## src/rtl/apb_pkg.sv

```systemverilog
// Shared definitions for the APB master slice.
//   apb_state_t  : bus sequencer states (IDLE / SETUP / ACCESS)
//   APB_IDLE_SEL : all-zero PSEL pattern, sliced to NSLV bits by users
//   clog2        : ceiling log2 used for the slave decode and timer widths
package apb_pkg;

  typedef enum logic [1:0] {
    IDLE,
    SETUP,
    ACCESS
  } apb_state_t;

  localparam int unsigned APB_MAX_SLV = 32;
  localparam logic [APB_MAX_SLV-1:0] APB_IDLE_SEL = '0;

  function automatic int unsigned clog2(input int unsigned v);
    int unsigned r;
    r = 0;
    for (int unsigned p = 1; p < v; p = p << 1) begin
      r = r + 1;
    end
    return r;
  endfunction

endpackage

```

## src/rtl/apb_rr_arb2.sv

```systemverilog
// Two-way round-robin arbiter.
//   PCLK, PRESETn : clock, asynchronous active-low reset
//   valid[1:0]    : request lines (bit N = requester N)
//   advance       : pointer update strobe, asserted when the grant is taken
//   gnt[1:0]      : one-hot combinational grant (zero when nothing valid)
// After reset the pointer favours requester 0.
module apb_rr_arb2 (
  input  logic       PCLK,
  input  logic       PRESETn,
  input  logic [1:0] valid,
  input  logic       advance,
  output logic [1:0] gnt
);

  // 1 = requester 1 was granted most recently
  logic last_q;

  always_comb begin
    gnt = 2'b00;
    case (valid)
      2'b01:   gnt = 2'b01;
      2'b10:   gnt = 2'b10;
      2'b11:   gnt = last_q ? 2'b01 : 2'b10;
      default: gnt = 2'b00;
    endcase
  end

  always_ff @(posedge PCLK or negedge PRESETn) begin
    if (!PRESETn) begin
      last_q <= 1'b1;
    end else if (advance && (gnt != 2'b00)) begin
      last_q <= gnt[1];
    end
  end

endmodule

```

## src/rtl/apb_master_arb.sv

```systemverilog
// APB3 bus master shared by two local requesters.
//   PCLK, PRESETn                       : clock, asynchronous active-low reset
//   reqN_valid/write/addr/wdata (N=0,1) : transfer request, held until reqN_done
//   reqN_done/rdata/err                 : registered completion pulse, read data, timeout flag
//   PSEL/PENABLE/PWRITE/PADDR/PWDATA    : registered APB master outputs
//   PRDATA/PREADY                       : APB slave response (PRDATA already muxed)
// Round-robin grant in IDLE, one SETUP cycle, then ACCESS until PREADY or
// TMO consecutive wait cycles (abort with err=1, rdata=0).
module apb_master_arb #(
  parameter int DWIDTH = 8,
  parameter int AWIDTH = 4,
  parameter int NSLV   = 4,
  parameter int TMO    = 15
) (
  input  logic              PCLK,
  input  logic              PRESETn,
  input  logic              req0_valid,
  input  logic              req0_write,
  input  logic [AWIDTH-1:0] req0_addr,
  input  logic [DWIDTH-1:0] req0_wdata,
  output logic              req0_done,
  output logic [DWIDTH-1:0] req0_rdata,
  output logic              req0_err,
  input  logic              req1_valid,
  input  logic              req1_write,
  input  logic [AWIDTH-1:0] req1_addr,
  input  logic [DWIDTH-1:0] req1_wdata,
  output logic              req1_done,
  output logic [DWIDTH-1:0] req1_rdata,
  output logic              req1_err,
  output logic [NSLV-1:0]   PSEL,
  output logic              PENABLE,
  output logic              PWRITE,
  output logic [AWIDTH-1:0] PADDR,
  output logic [DWIDTH-1:0] PWDATA,
  input  logic [DWIDTH-1:0] PRDATA,
  input  logic              PREADY
);

  import apb_pkg::*;

  localparam int unsigned SW = clog2(NSLV);
  localparam int unsigned TW = clog2(TMO + 1);
  localparam logic [TW-1:0] TMO_LAST = TW'(TMO - 1);

  apb_state_t        state_q, state_d;
  logic              owner_q, owner_d;
  logic [NSLV-1:0]   psel_q, psel_d;
  logic              penable_q, penable_d;
  logic              pwrite_q, pwrite_d;
  logic [AWIDTH-1:0] paddr_q, paddr_d;
  logic [DWIDTH-1:0] pwdata_q, pwdata_d;
  logic [TW-1:0]     tmr_q, tmr_d;
  logic [1:0]        done_q, done_d;
  logic [1:0]        err_q, err_d;
  logic [DWIDTH-1:0] rdata0_q, rdata0_d;
  logic [DWIDTH-1:0] rdata1_q, rdata1_d;

  logic [1:0] arb_valid;
  logic [1:0] gnt;
  logic       advance;

  // A requester still holds valid during its own done cycle; that belongs to
  // the finished transfer, so it is masked and only a request still present
  // afterwards is treated as new.
  assign arb_valid = {req1_valid & ~done_q[1], req0_valid & ~done_q[0]};

  apb_rr_arb2 u_arb (
    .PCLK    (PCLK),
    .PRESETn (PRESETn),
    .valid   (arb_valid),
    .advance (advance),
    .gnt     (gnt)
  );

  always_comb begin
    state_d   = state_q;
    owner_d   = owner_q;
    psel_d    = psel_q;
    penable_d = penable_q;
    pwrite_d  = pwrite_q;
    paddr_d   = paddr_q;
    pwdata_d  = pwdata_q;
    tmr_d     = tmr_q;
    done_d    = 2'b00;
    err_d     = 2'b00;
    rdata0_d  = rdata0_q;
    rdata1_d  = rdata1_q;
    advance   = 1'b0;

    case (state_q)
      IDLE: begin
        if (gnt != 2'b00) begin
          advance   = 1'b1;
          owner_d   = gnt[1];
          pwrite_d  = gnt[1] ? req1_write : req0_write;
          paddr_d   = gnt[1] ? req1_addr  : req0_addr;
          pwdata_d  = pwrite_d ? (gnt[1] ? req1_wdata : req0_wdata) : '0;
          psel_d    = APB_IDLE_SEL[NSLV-1:0];
          psel_d[paddr_d[AWIDTH-1 -: SW]] = 1'b1;
          penable_d = 1'b0;
          state_d   = SETUP;
        end
      end

      SETUP: begin
        penable_d = 1'b1;
        state_d   = ACCESS;
      end

      ACCESS: begin
        if (PREADY || (tmr_q == TMO_LAST)) begin
          state_d         = IDLE;
          psel_d          = APB_IDLE_SEL[NSLV-1:0];
          penable_d       = 1'b0;
          tmr_d           = '0;
          done_d[owner_q] = 1'b1;
          err_d[owner_q]  = ~PREADY;
          if (!PREADY) begin
            if (owner_q) rdata1_d = '0;
            else         rdata0_d = '0;
          end else if (!pwrite_q) begin
            if (owner_q) rdata1_d = PRDATA;
            else         rdata0_d = PRDATA;
          end
        end else begin
          tmr_d = tmr_q + 1'b1;
        end
      end

      default: begin
        state_d   = IDLE;
        psel_d    = APB_IDLE_SEL[NSLV-1:0];
        penable_d = 1'b0;
        tmr_d     = '0;
      end
    endcase
  end

  always_ff @(posedge PCLK or negedge PRESETn) begin
    if (!PRESETn) begin
      state_q   <= IDLE;
      owner_q   <= 1'b0;
      psel_q    <= '0;
      penable_q <= 1'b0;
      pwrite_q  <= 1'b0;
      paddr_q   <= '0;
      pwdata_q  <= '0;
      tmr_q     <= '0;
      done_q    <= '0;
      err_q     <= '0;
      rdata0_q  <= '0;
      rdata1_q  <= '0;
    end else begin
      state_q   <= state_d;
      owner_q   <= owner_d;
      psel_q    <= psel_d;
      penable_q <= penable_d;
      pwrite_q  <= pwrite_d;
      paddr_q   <= paddr_d;
      pwdata_q  <= pwdata_d;
      tmr_q     <= tmr_d;
      done_q    <= done_d;
      err_q     <= err_d;
      rdata0_q  <= rdata0_d;
      rdata1_q  <= rdata1_d;
    end
  end

  assign PSEL       = psel_q;
  assign PENABLE    = penable_q;
  assign PWRITE     = pwrite_q;
  assign PADDR      = paddr_q;
  assign PWDATA     = pwdata_q;
  assign req0_done  = done_q[0];
  assign req1_done  = done_q[1];
  assign req0_err   = err_q[0];
  assign req1_err   = err_q[1];
  assign req0_rdata = rdata0_q;
  assign req1_rdata = rdata1_q;

endmodule
```

## config.mk

```make
export PLATFORM = sky130hd
export DESIGN_NAME = apb_master_arb
export DESIGN_NICKNAME = d
export VERILOG_FILES = /design/src/rtl/apb_pkg.sv /design/src/rtl/apb_rr_arb2.sv /design/src/rtl/apb_master_arb.sv
export SDC_FILE = /design/constraint.sdc
export NUM_CORES = 1
export LEC_CHECK = 0
export ABC_AREA = 1
export CORE_ASPECT_RATIO = 0.9
export CORE_MARGIN = 4
export CORE_UTILIZATION = 40
export CTS_BUF_LIST = sky130_fd_sc_hd__clkbuf_4 sky130_fd_sc_hd__clkbuf_8
export DETAILED_ROUTE_END_ITERATION = 10
export DONT_BUFFER_PORTS = 1
export GPL_TIMING_DRIVEN = 1
export PLACE_DENSITY = 0.65
export REMOVE_ABC_BUFFERS = 1
export SLEW_MARGIN = 10
export SYNTH_ARGS = -nofsm -noshare
export SYNTH_HDL_FRONTEND = slang
export SYNTH_HIERARCHICAL = 1
export SYNTH_SLANG_ARGS = --single-unit
```

## constraint.sdc

```tcl
create_clock -name PCLK -period 1.65 [get_ports PCLK]
set_input_delay 0.33 -clock PCLK [delete_from_list [all_inputs] [get_ports PCLK]]
set_output_delay 0.33 -clock PCLK [all_outputs]
set_load 0.02 [all_outputs]
```

==> Word-level counts from Yosys, hierarchy flattened <==
Cells that the tools add are included.
Widths: inputs -> output; s select.
{ "totals": {"latchBits": 0, "mem_bits_rw": 0, "ff_bits": 46, "elab_cells": 85, "memories": 0, "mem_bits_ro": 0} }
{ "classes": {"order_cmp": 4, "add_sub_neg": 1, "eq_ne": 11, "n_div": 0, "n_mux": 35, "shifts": 0, "n_reduce_logical": 14, "n_mul": 0, "n_bitwise": 7} }
{ "op_table": {"columns": ["operator", "n"], "rows": [
  ["$mux 8", 10],
  ["$mux 4", 4],
  ["$mux 2", 7],
  ["$pmux 2 s3", 2],
  ["$pmux 4 s3", 1],
  ["$reduce_and 5->1", 2],
  ["$ne 2x2->1 const B", 4],
  ["$pmux 4 s2", 1],
  ["$mux 1", 7],
  ["$eq 2x2->1 const B", 3],
  ["$reduce_bool 2->1", 3],
  ["$add 4x1->4 const B", 1],
  ["$eq 2x1->1 const B", 2],
  ["$eq 4x4->1 const B", 1],
  ["$not 1->1", 4],
  ["$reduce_and 2->1", 2],
  ["$logic_and 1x1->1", 3],
  ["$lt 2x3->1 const B", 1],
  ["$pmux 1 s3", 1],
  ["$reduce_and 3->1", 1],
  ["$and 1x1->1", 2],
  ["$and 2x2->2", 1],
  ["$demux 1 s2", 1],
  ["$ge 2x1->1 const B", 1],
  ["7 further kinds", 7]
]} }

==> Longest topological paths before layout <==
Gate-level depths: netlist (run 1).
{ "logic_depth": {"depth_word": 11, "depth_mapped": 10} }

==> By module <==
The synthesis (run 1) kept the hierarchy.
{ "by_module_without_submodules": {"columns": ["module", "cells_each", "seq_area_each_um2", "n_inst", "area_each_um2"], "rows": [
  ["apb_master_arb", 199, 1101.1, 1, 1963.1],
  ["apb_rr_arb2", 9, 26.3, 1, 66.3]
]} }

==> Worst setup path after synthesis (run 1) <==
No wires, ideal clock.
{ "synth_path": {"kind": "reg2reg", "from": "reg done_q[0]", "to": "reg pwdata_q[0] (netlist: PWDATA[0])", "setup_slack_ns": 0.011, "required_time_ns": 1.523, "t_arrival_ns": 1.511, "period_less_slack_ns": 1.639, "stages_incl_launch_ff": 9, "setup_ns": 0.127, "cell_sequence": "dfrtp_1 > nor2_1 > nand2_1 > and2_4 > buf_2 > o21ai_4 > inv_2 > nand2_2 > o21ai_0"} }
{ "synth_via": {"elab_chain_cells": 6, "word_cells_on_any_way": 11, "cone_classes": "eq/ne (3); mux (4); bitwise (2); reduce/logical (2)"} }
{ "synth_lines": {"columns": ["element", "line_no", "source"], "rows": [
  ["start, declared", "apb_master_arb.sv:54", "logic [1:0] done_q, done_d;"],
  ["start signal, assigned", "apb_master_arb.sv:163", "done_q <= done_d;"],
  ["$not 1->1 (*)", "apb_master_arb.sv:66", "assign arb_valid = {req1_valid & ~done_q[1], req0_valid & ~done_q[0]};"],
  ["$and 1x1->1 (*)", "apb_master_arb.sv:66", null],
  ["via arb_valid[0]", "apb_master_arb.sv:59", "logic [1:0] arb_valid;"],
  ["$eq 2x2->1 / $eq 2x1->1 (equally long branches)", "apb_rr_arb2.sv:20", "case (valid)"],
  ["$pmux 2 s3 (*)", "apb_rr_arb2.sv:20", null],
  ["via gnt[1]", "apb_master_arb.sv:60", "logic [1:0] gnt;"],
  ["$mux 8, or another cell as far along", "apb_master_arb.sv:98", "pwdata_d = pwrite_d ? (gnt[1] ? req1_wdata : req0_wdata) : '0;"],
  ["$mux 8 / $reduce_and 2->1 (equally long branches)", null, null],
  ["end signal, assigned", "apb_master_arb.sv:161", "pwdata_q <= pwdata_d;"],
  ["end, declared", "apb_master_arb.sv:52", "logic [DWIDTH-1:0] pwdata_q, pwdata_d;"]
]} }
Mark *: on every way through the listed nets, which the timed path passes. The rest lies on a longest branch.
A chain may end at the register's enable or synchronous reset.

==> Worst setup path after layout (run 1) <==
{ "layout_path": {"from": "reg tmr_q[0]", "to": "reg rdata1_q[2] (netlist: req1_rdata[2])"} }
{ "layout_via": {"elab_chain_cells": 3} }
{ "layout_lines": {"columns": ["element", "line_no", "source"], "rows": [
  ["start, declared", "apb_master_arb.sv:53", "logic [TW-1:0] tmr_q, tmr_d;"],
  ["start signal, assigned", "apb_master_arb.sv:162", "tmr_q <= tmr_d;"],
  ["$eq 4x4->1", "apb_master_arb.sv:112", "if (PREADY || (tmr_q == TMO_LAST)) begin"],
  ["$logic_or 1x1->1", "apb_master_arb.sv:112", null],
  ["$reduce_and 5->1 (no source line)", null, null],
  ["end signal, assigned", "apb_master_arb.sv:166", "rdata1_q <= rdata1_d;"],
  ["end, declared", "apb_master_arb.sv:57", "logic [DWIDTH-1:0] rdata1_q, rdata1_d;"]
]} }
Every way passes these cells.

==> results of run 1 <==
[cell families after synthesis]
family | count (synthesis) | synth area share
simple gates | 93 | 0.195
flops | 45 | 0.555
compound gates | 40 | 0.142
buf+inv | 18 | 0.0469
mux | 8 | 0.0395
xor+xnor | 2 | 0.00863
fa+ha+maj | 2 | 0.0123
[sequential cells by signal, summed over array words and instances, names as in the netlist]
register      flops
state_q           2
req1_rdata        8
PADDR             4
PSEL              4
owner_q           1
tmr_q             4
req0_rdata        8
u_arb/last_q      1
err_q             2
PWRITE            1
done_q            2
PWDATA            8
[worst max-delay path, cell delays in order (launching register included)]
cell and delay [ns]:
dfrtp_1 0.42, inv_1 0.07, ha_1 0.16, nand3_2 0.11
a21oi_4 0.18, nand2_2 0.28, nand2_1 0.17, o21ai_2 0.06
[what timing repair did]
item	CTS	global route
gates resized for setup	1	7
hold endpoints to repair	45	0
hold buffers	2	0
pin swaps	0	1
buffers inserted	0	0
endpoints found under the setup margin	5	30
[power by group]
part,switching [W],total (W),leakage (nW),internal [W]
sequential,0.000820,0.00237,0.588,0.00155
combinational,0.000711,0.00119,0.460,0.000480
clock,0.000359,0.000710,0.0498,0.000351
total,0.00189,0.00427,1.10,0.00238
[worst min path at each step]
stage                    endpoint
finish                   err_q[0]
global placement    req1_rdata[4]
global route             err_q[0]
detailed placement  req1_rdata[4]
floorplan                PADDR[0]
CTS                      err_q[0]
[synthesized netlist by cell type (all sizes together)]
| cell type | n | share of area |
|---|---|---|
| ha | 2 | 0.012 |
| nand3 | 7 | 0.020 |
| dfrtp | 44 | 0.54 |
| a21oi | 3 | 0.013 |
| xnor2 | 1 | 0.0043 |
| o21ai | 35 | 0.12 |
| xor2 | 1 | 0.0043 |
| and2 | 1 | 0.0043 |
| inv | 12 | 0.022 |
| dfstp | 1 | 0.013 |
| nand2 | 71 | 0.14 |
| buf | 4 | 0.017 |
| mux2i | 8 | 0.039 |
| nor3 | 1 | 0.0025 |
| o31ai | 2 | 0.0074 |
| clkbuf | 2 | 0.0074 |
| nor2 | 13 | 0.029 |
[through the flow]
step                cell area, µm²  std cells  hold WS (ns)
finish                        2270        283        0.0960
global route                  2270        283        0.0784
CTS                           2250        283        0.0921
detailed placement            2120        273        0.0354
global placement              2120        273        0.0358
floorplan                     1980        202        0.0344
[per-layer routing]
layer / vias up / share of wire
met3: 7 / 0.12
met2: 68 / 0.43
met1: 661 / 0.44
li1: 690 / -
met5: - / 0
met4: 0 / 0.013
[final cells by class]
class	count	area share
Sequential cell	45	0.496
Multi-Input combinational cell	145	0.366
Timing Repair Buffer	8	0.0419
Clock buffer	8	0.0402
Tap cell	65	0.0358
Inverter	12	0.0198
[layout by cell type (no fill, tap or decap), drive strengths merged, types with 2 or more instances in the layout]
cell type	n
nand2	71
dfrtp	44
o21ai	35
nor2	13
inv	12
mux2i	8
clkbuf	8
nand3	7
buf	7
a21oi	3
ha	2
o31ai	2
==> results.yml, run 1 <==
finish:
  final_core_util: 0.467
  area_growth_pct: 12.0
  num-nets-final: 258
  seq_area_um2: 1130
  drive_gt1_frac: 0.234
  diodes: 0
  multi_input_area_um2: 832
  fill_cells: 468
floorplanning:
  rows: 24
  die_area_um2: 6280
  dieWidth_um: 83.1
  io_pins: 77
  fp.dieH_um: 75.6
  start_util: 0.417
  core_area_um2: 4860
critical_path:
  critPathRequiredTime_ns: 1.83
  cp.arrival_ns: 1.75
  rr_worst_depth: 7
  crit_fanout: 16
  r2r-end: "req1_rdata[2]"
  crit_path_end: "req1_rdata[2]"
  crit_start: "tmr_q[0]"
  r2r_start: "tmr_q[0]"
  critical_path_class: "reg -> reg"
  crit_path_start_kind: "flip-flop"
  critPathCaptureType: "flip-flop"
  rrSetupSlack_ns: 0.08
sta:
  rsz0062_at_grt: "true"
  setup_ws_ns: 0.0809
  tightest_slew_ns: 0.428
  tns_ns: 0
  period_minus_slack_ns: 1.57
  drv_slew: 0
  clock.fmax_mhz: 637
  setup-violations-final: 0
  relSlewSlack: 0.713
  final.period_utilization: 0.951
  final.setup_skew_ns: 0.00506
  finalHoldViolCount: 0
synthesis:
  yosysSeqAreaShare: 0.555
  ys_warn_count: 6
  ys_ff_latch: 45
  yosysUniqueCellTypes: 28
  synth.cell_area_um2: 2030
  synth.avg_cell_area_um2: 9.76
  synth_cells: 208
place:
  io_buffers: 0
  place_hpwl_mm: 3.10
  detailedPlace.worstSlack_ns: 0.00641
  gp_congestion: 0.756
global_routing:
  grt_max_degree: 46
  grt.busiest_layer: "met2"
  antenna_found_initial: 0
  grt.total_usage: 0.135
  met2_usage: 0.207
  first_global_vias: 1310
  grt_util_met1: 0.172
  overflow: 0
  grt_first_pass_wirelength_mm: 6.47
  grtUsageMet3: 0.0714
clock_tree:
  clock_latency_ns: 0.30
  clk_pin_slew_ns: 0.08
  cts_tree: "built"
  cts_buffers: 5
  cts_buffer_depth: 2
  cts_max_level: 2
  cts_root_buffer: "clkbuf_8"
  numClockSinks: 45
power:
  leakagePower_nw: 1.10
  powerDensity_nw_per_um2: 1880
  peakVddDrop_mv: 0.868
  finalPower_w: 0.00427
detailed_routing:
  dr.pass1.iters: 4
  wl_mm: 4.22
  num_vias: 1426
  wire_per_inst_um: 14.9
  drc: 0
  vias_per_cell: 5.04
  ant_nets: 0
  drt-initial-drc-count: 66
hold_path:
  min_from: "PREADY"
  min_delay_path_depth: 1
  hp-class: "in -> reg"
flow_run:
  max_cap_viol_count: 0
status:
  outcome: "finished clean"
No activity file was read; power rests on OpenSTA's default activity.
==> inputs of run 2 (changes only) <==
--- a/config.mk
+++ b/config.mk
@@ -6,6 +6,8 @@
 export NUM_CORES = 1
 export LEC_CHECK = 0
 export ABC_AREA = 1
+export CELL_PAD_IN_SITES_DETAIL_PLACEMENT = 1
+export CELL_PAD_IN_SITES_GLOBAL_PLACEMENT = 1
 export CORE_ASPECT_RATIO = 0.9
 export CORE_MARGIN = 4
 export CORE_UTILIZATION = 40
@@ -13,7 +15,7 @@
 export DETAILED_ROUTE_END_ITERATION = 10
 export DONT_BUFFER_PORTS = 1
 export GPL_TIMING_DRIVEN = 1
-export PLACE_DENSITY = 0.65
+export PLACE_DENSITY = 0.81
 export REMOVE_ABC_BUFFERS = 1
 export SLEW_MARGIN = 10
 export SYNTH_ARGS = -nofsm -noshare
==> run 2 against run 1 <==
  * Setup slack worse by 0.012 ns
  * Clock-buffer cell count shrank 3
  * Register-to-register slack about the same
  * Sequential share of layout area shrank 0.30 points
  * Critical path type unchanged
  * Largest cell class unchanged
==> results.yml, run 2 (synthesis gave the netlist of run 1 again) <==
critical_path:
  crit_fanout: 16
  critical_path_class: "reg -> reg"
  critPathRequiredTime_ns: 1.85
  r2r-end: "req0_rdata[2]"
  r2r_start: "tmr_q[0]"
  cp.arrival_ns: 1.78
  crit_path_start_kind: "flip-flop"
  critPathCaptureType: "flip-flop"
  rr_worst_depth: 7
  crit_start: "tmr_q[0]"
  crit_path_end: "req0_rdata[2]"
  rrSetupSlack_ns: 0.07
clock_tree:
  clk_pin_slew_ns: 0.10
  cts_setup_buffers: 0
  cts_tree: "built"
  clock_latency_ns: 0.32
  cts_buffers: 5
  cts_root_buffer: "clkbuf_8"
  numClockSinks: 45
  cts_max_level: 2
  cts_buffer_depth: 2
global_routing:
  overflow: 0
  grt_max_degree: 46
  first_global_vias: 1470
  grt_first_pass_wirelength_mm: 7.27
  grt.total_usage: 0.149
  antenna_found_initial: 0
finish:
  diodes: 0
  final_common_cell: "nand2_1"
  drive_gt1_frac: 0.231
  num-nets-final: 261
  area_growth_pct: 12.6
  layout.cells.most_common_list: "64 x nand2_1, 44 x dfrtp_1, 16 x o21ai_2"
detailed_routing:
  dr.pass1.iters: 4
  ant_nets: 0
  vias_per_cell: 5.03
  wire_per_inst_um: 15.7
  drc: 0
  drt-initial-drc-count: 36
  wl_mm: 4.48
  num_vias: 1440
sta:
  period_minus_slack_ns: 1.58
  drv_slew: 0
  clock.fmax_mhz: 633
  setup-violations-final: 0
  finalHoldViolCount: 0
  rsz0062_at_grt: "true"
  fin_hold_ws_ns: 0.0759
  tns_ns: 0
  tightest_slew_ns: 0.417
  final.setup_skew_ns: 0.0127
  final.period_utilization: 0.958
  relSlewSlack: 0.721
hold_path:
  min_from: "PREADY"
  hp-class: "in -> reg"
power:
  clkPwrFrac: 0.167
  power.switching_w: 0.00197
  netSwitchingFraction: 0.455
  p_seq_frac: 0.547
  leakagePower_nw: 1.10
  powerDensity_nw_per_um2: 1890
  peakVddDrop_mv: 0.610
  pwr-share-comb: 0.285
  intPower_w: 0.00236
floorplanning:
  fp.dieH_um: 75.6
  dieWidth_um: 83.1
  core_area_um2: 4860
  start_util: 0.417
  die_area_um2: 6280
  io_pins: 77
  rows: 24
place:
  gp_congestion: 0.708
  io_buffers: 0
  place_hpwl_mm: 3.41
flow_run:
  max_cap_viol_count: 0
status:
  outcome: "finished clean"
run 2: changes by cell type in the layout (fill, tap and decap cells not counted), moves of 2 or more:
cell,before,now
buf_4,5,8
clkbuf_4,3,0
clkinvlp_4,0,2
nor2_1,9,11
nor2_2,2,0
run 2: worst min-delay path by stage:
stage          cells after the start  slack, ns            end
2_1_floorplan                      0       0.03       PADDR[0]
3_3_place_gp                       0       0.04  req0_rdata[0]
3_5_place_dp                       0       0.04  req0_rdata[1]
4_1_cts                            1       0.07       err_q[0]
5_1_grt                            1       0.07       err_q[0]
6_report                           1       0.08       err_q[0]
run 2: power groups by stage:
stage / Sequential (W) / Combinational [W] / Clock [W]
6_report: 0.00237 / 0.00123 / 0.000723
5_1_grt: 0.00244 / 0.00142 / 0.000789
4_1_cts: 0.00239 / 0.00124 / 0.000747
3_5_place_dp: 0.00240 / 0.00121 / 0
3_3_place_gp: 0.00239 / 0.00114 / 0
2_1_floorplan: 0.00231 / 0.000860 / 0
run 2: timing repair:
| action | in CTS | in global routing |
|---|---|---|
| hold buffers | 2 | 0 |
| endpoints found under the hold margin | 45 | 0 |
| gates resized for setup | 0 | 5 |
| endpoints found under the setup margin | 0 | 28 |
run 2: critical path, stage by stage (launching register included):
cell     delay [ns]
dfrtp_1        0.42
inv_1          0.07
ha_1           0.17
nand3_2        0.11
a21oi_4        0.18
nand2_2        0.27
nand2_1        0.18
o21ai_2        0.06
run 2: final cells by class:
class | instances | area (µm²)
Clock buffer | 5 | 68.8
Clock inverter | 3 | 25.0
Fill cell | 565 | 2580
Inverter | 12 | 48.8
Multi-Input combinational cell | 145 | 817
Sequential cell | 45 | 1130
Tap cell | 65 | 81.3
Timing Repair Buffer | 11 | 118
run 2: through the flow:
step                      power [W]  setup slack [ns]  utilization  area (µm²)  std cells
after floorplan             0.00317            -0.126            -        1980        202
after global placement      0.00353             0.104        0.440        2140        276
after detailed placement    0.00361            0.0366        0.440        2140        276
after CTS                   0.00438            0.0236        0.467        2270        286
after global routing        0.00464           -0.0638        0.470        2290        286
final                       0.00433            0.0694        0.470        2290        286
run 2: metal layers:
layer  share of wire  vias up  routed length (µm)  track usage
met5               0        -                   0            0
met4           0.020        0                  89       0.0762
met3           0.079        8                 356       0.0465
met2            0.46       52                2070        0.237
met1            0.44      688                1960        0.188
li1                -      692                   -            -
==> inputs of run 3 (changes only) <==
--- a/config.mk
+++ b/config.mk
@@ -15,7 +15,7 @@
 export DETAILED_ROUTE_END_ITERATION = 10
 export DONT_BUFFER_PORTS = 1
 export GPL_TIMING_DRIVEN = 1
-export PLACE_DENSITY = 0.81
+export PLACE_DENSITY = 0.82
 export REMOVE_ABC_BUFFERS = 1
 export SLEW_MARGIN = 10
 export SYNTH_ARGS = -nofsm -noshare
==> constraint.sdc (replaced) <==
create_clock -name PCLK -period 1.65 [get_ports PCLK]
set_input_delay 0.0825 -clock PCLK [delete_from_list [all_inputs] [get_ports PCLK]]
set_output_delay 0.0825 -clock PCLK [all_outputs]
set_load 0.02 [all_outputs]
==> run 3 against run 2 <==
  * Design area is 13% higher
  * Sequential share of layout area is 5.7 points lower
  * Routed wire length is 17% higher
  * Register-to-register slack better by 0.07 ns
  * Maximum frequency is 4.8% higher
  * Final cell count is 8.4% higher
  * Clock power is 22% higher
  * Clock skew is 0.0029 ns lower
  * Highest routed layer unchanged
==> results.yml, run 3 (synthesis gave the netlist of run 1 again) <==
sta:
  clock.fmax_mhz: 663
  setup-violations-final: 0
  drv_slew: 0
  rsz0062_at_grt: "false"
  relSlewSlack: 0.726
  setup_ws_ns: 0.142
  tightest_slew_ns: 0.411
  final.setup_skew_ns: 0.00974
  finalHoldViolCount: 0
  fin_hold_ws_ns: 0.0308
  final.period_utilization: 0.914
  period_minus_slack_ns: 1.51
floorplanning:
  rows: 24
  start_util: 0.417
  fp.dieH_um: 75.6
  dieWidth_um: 83.1
  io_pins: 77
  core_area_um2: 4860
  die_area_um2: 6280
place:
  io_buffers: 0
  dp_cells: 275
  detailedPlace.worstSlack_ns: 0.0345
  place_hpwl_mm: 3.59
  gp_congestion: 0.720
global_routing:
  met2_usage: 0.294
  grt_util_met1: 0.204
  grtUsageMet3: 0.0670
  grt_first_pass_wirelength_mm: 8.36
  grt.total_usage: 0.172
  grt_max_degree: 46
  overflow: 0
  grt.busiest_layer: "met2"
  first_global_vias: 1647
  antenna_found_initial: 0
detailed_routing:
  wire_per_inst_um: 17.0
  drt-initial-drc-count: 34
  drc: 0
  dr.pass1.iters: 4
  vias_per_cell: 5.14
  wl_mm: 5.26
  ant_nets: 0
  num_vias: 1592
finish:
  final_common_cell: "nand2_1"
  layout.cells.most_common_list: "64 x nand2_1, 44 x dfrtp_1, 25 x dlygate4sd3_1"
  area_growth_pct: 27.3
  drive_gt1_frac: 0.208
  diodes: 0
  final_core_util: 0.531
  stdcell_count: 310
  num-nets-final: 285
  fill_cells: 552
power:
  leakagePower_nw: 1.25
  peakVddDrop_mv: 0.617
  finalPower_w: 0.00463
  powerDensity_nw_per_um2: 1790
critical_path:
  crit_path_start_kind: "flip-flop"
  rrSetupSlack_ns: 0.14
  cpPeakStageDelay_ns: 0.54
  critPathRequiredTime_ns: 1.86
  slowest_stage: "dfstp_2"
  crit_fanout: 6
  critPathCaptureType: "flip-flop"
  critical_path_class: "reg -> reg"
  cp.arrival_ns: 1.72
  worstPathCellList: "nand2_1 > and2_4 > nor2_4 > o21ai_4 > inv_2 > nand3_1 > o21ai_0"
clock_tree:
  numClockSinks: 45
  cts_tree: "built"
  clk_pin_slew_ns: 0.08
  cts_root_buffer: "clkbuf_8"
  cts_setup_buffers: 0
  cts_max_level: 2
  cts_buffer_depth: 2
  cts_buffers: 5
  clock_latency_ns: 0.30
flow_run:
  max_cap_viol_count: 0
status:
  outcome: "finished clean"
hold_path:
  hp-class: "in -> reg"
## run 3: cell types whose count changed in the layout (fill, tap and decap cells not counted), sizes merged
cell | previous run | this run
clkbuf | 5 | 7
dlygate4sd3 | 1 | 25
clkinvlp | 2 | 0
buf | 10 | 9
dlymetal6s4s | 0 | 1
clkinv | 1 | 0
bufinv | 0 | 1
## run 3: through the flow
stage / cell area, µm² / TNS, ns
finish: 2580 / 0
global route: 2580 / 0
CTS: 2550 / 0
detailed placement: 2150 / 0
global placement: 2150 / 0
floorplan: 1980 / -1.35
## run 3: routing by layer
layer / wire, µm / vias up
met4: 61 / 0
met5: 0 / -
li1: - / 746
met1: 2130 / 787
met2: 2660 / 52
met3: 407 / 7
## run 3: final cells by class
| cell class | instances | area, µm² | share of cell area |
|---|---|---|---|
| flip-flops and latches | 45 | 1130 | 0.436 |
| multi-input cells | 145 | 835 | 0.323 |
| repair buffers | 35 | 375 | 0.145 |
| clock buffers | 7 | 90.1 | 0.0349 |
| well taps | 65 | 81.3 | 0.0315 |
| inverters | 12 | 45.0 | 0.0174 |
| clock inverters | 1 | 30.0 | 0.0116 |
## run 3: critical path, delay by kind of cell, from the launching register on
family / cells / cell delay, ns
and+or+nand+nor: 4 / 0.46
DFF: 1 / 0.54
buffers and inverters: 1 / 0.13
AOI/OAI and AO/OA: 2 / 0.28
## run 3: power breakdown
part / switching, W / internal, W
combinational: 0.000802 / 0.000559
clock: 0.000373 / 0.000510
sequential: 0.000837 / 0.00155
## run 3: timing repair
| action | CTS | global route |
|---|---|---|
| hold buffers | 27 | 0 |
| endpoints found under the hold margin | 70 | 0 |
| setup endpoints to repair | 0 | 28 |
| gates resized for setup | 0 | 10 |
## run 3: worst paths after layout
check                         startpoint             to  depth (start not counted)
max in group asynchronous        PRESETn   u_arb/last_q                          2
hold / removal             req0_wdata[2]      PWDATA[2]                          2
hold reg to reg             u_arb/last_q   u_arb/last_q                          2
setup / recovery            u_arb/last_q        PSEL[0]                          7
setup reg to reg            u_arb/last_q        PSEL[0]                          7
min in group asynchronous        PRESETn  req0_rdata[5]                          2
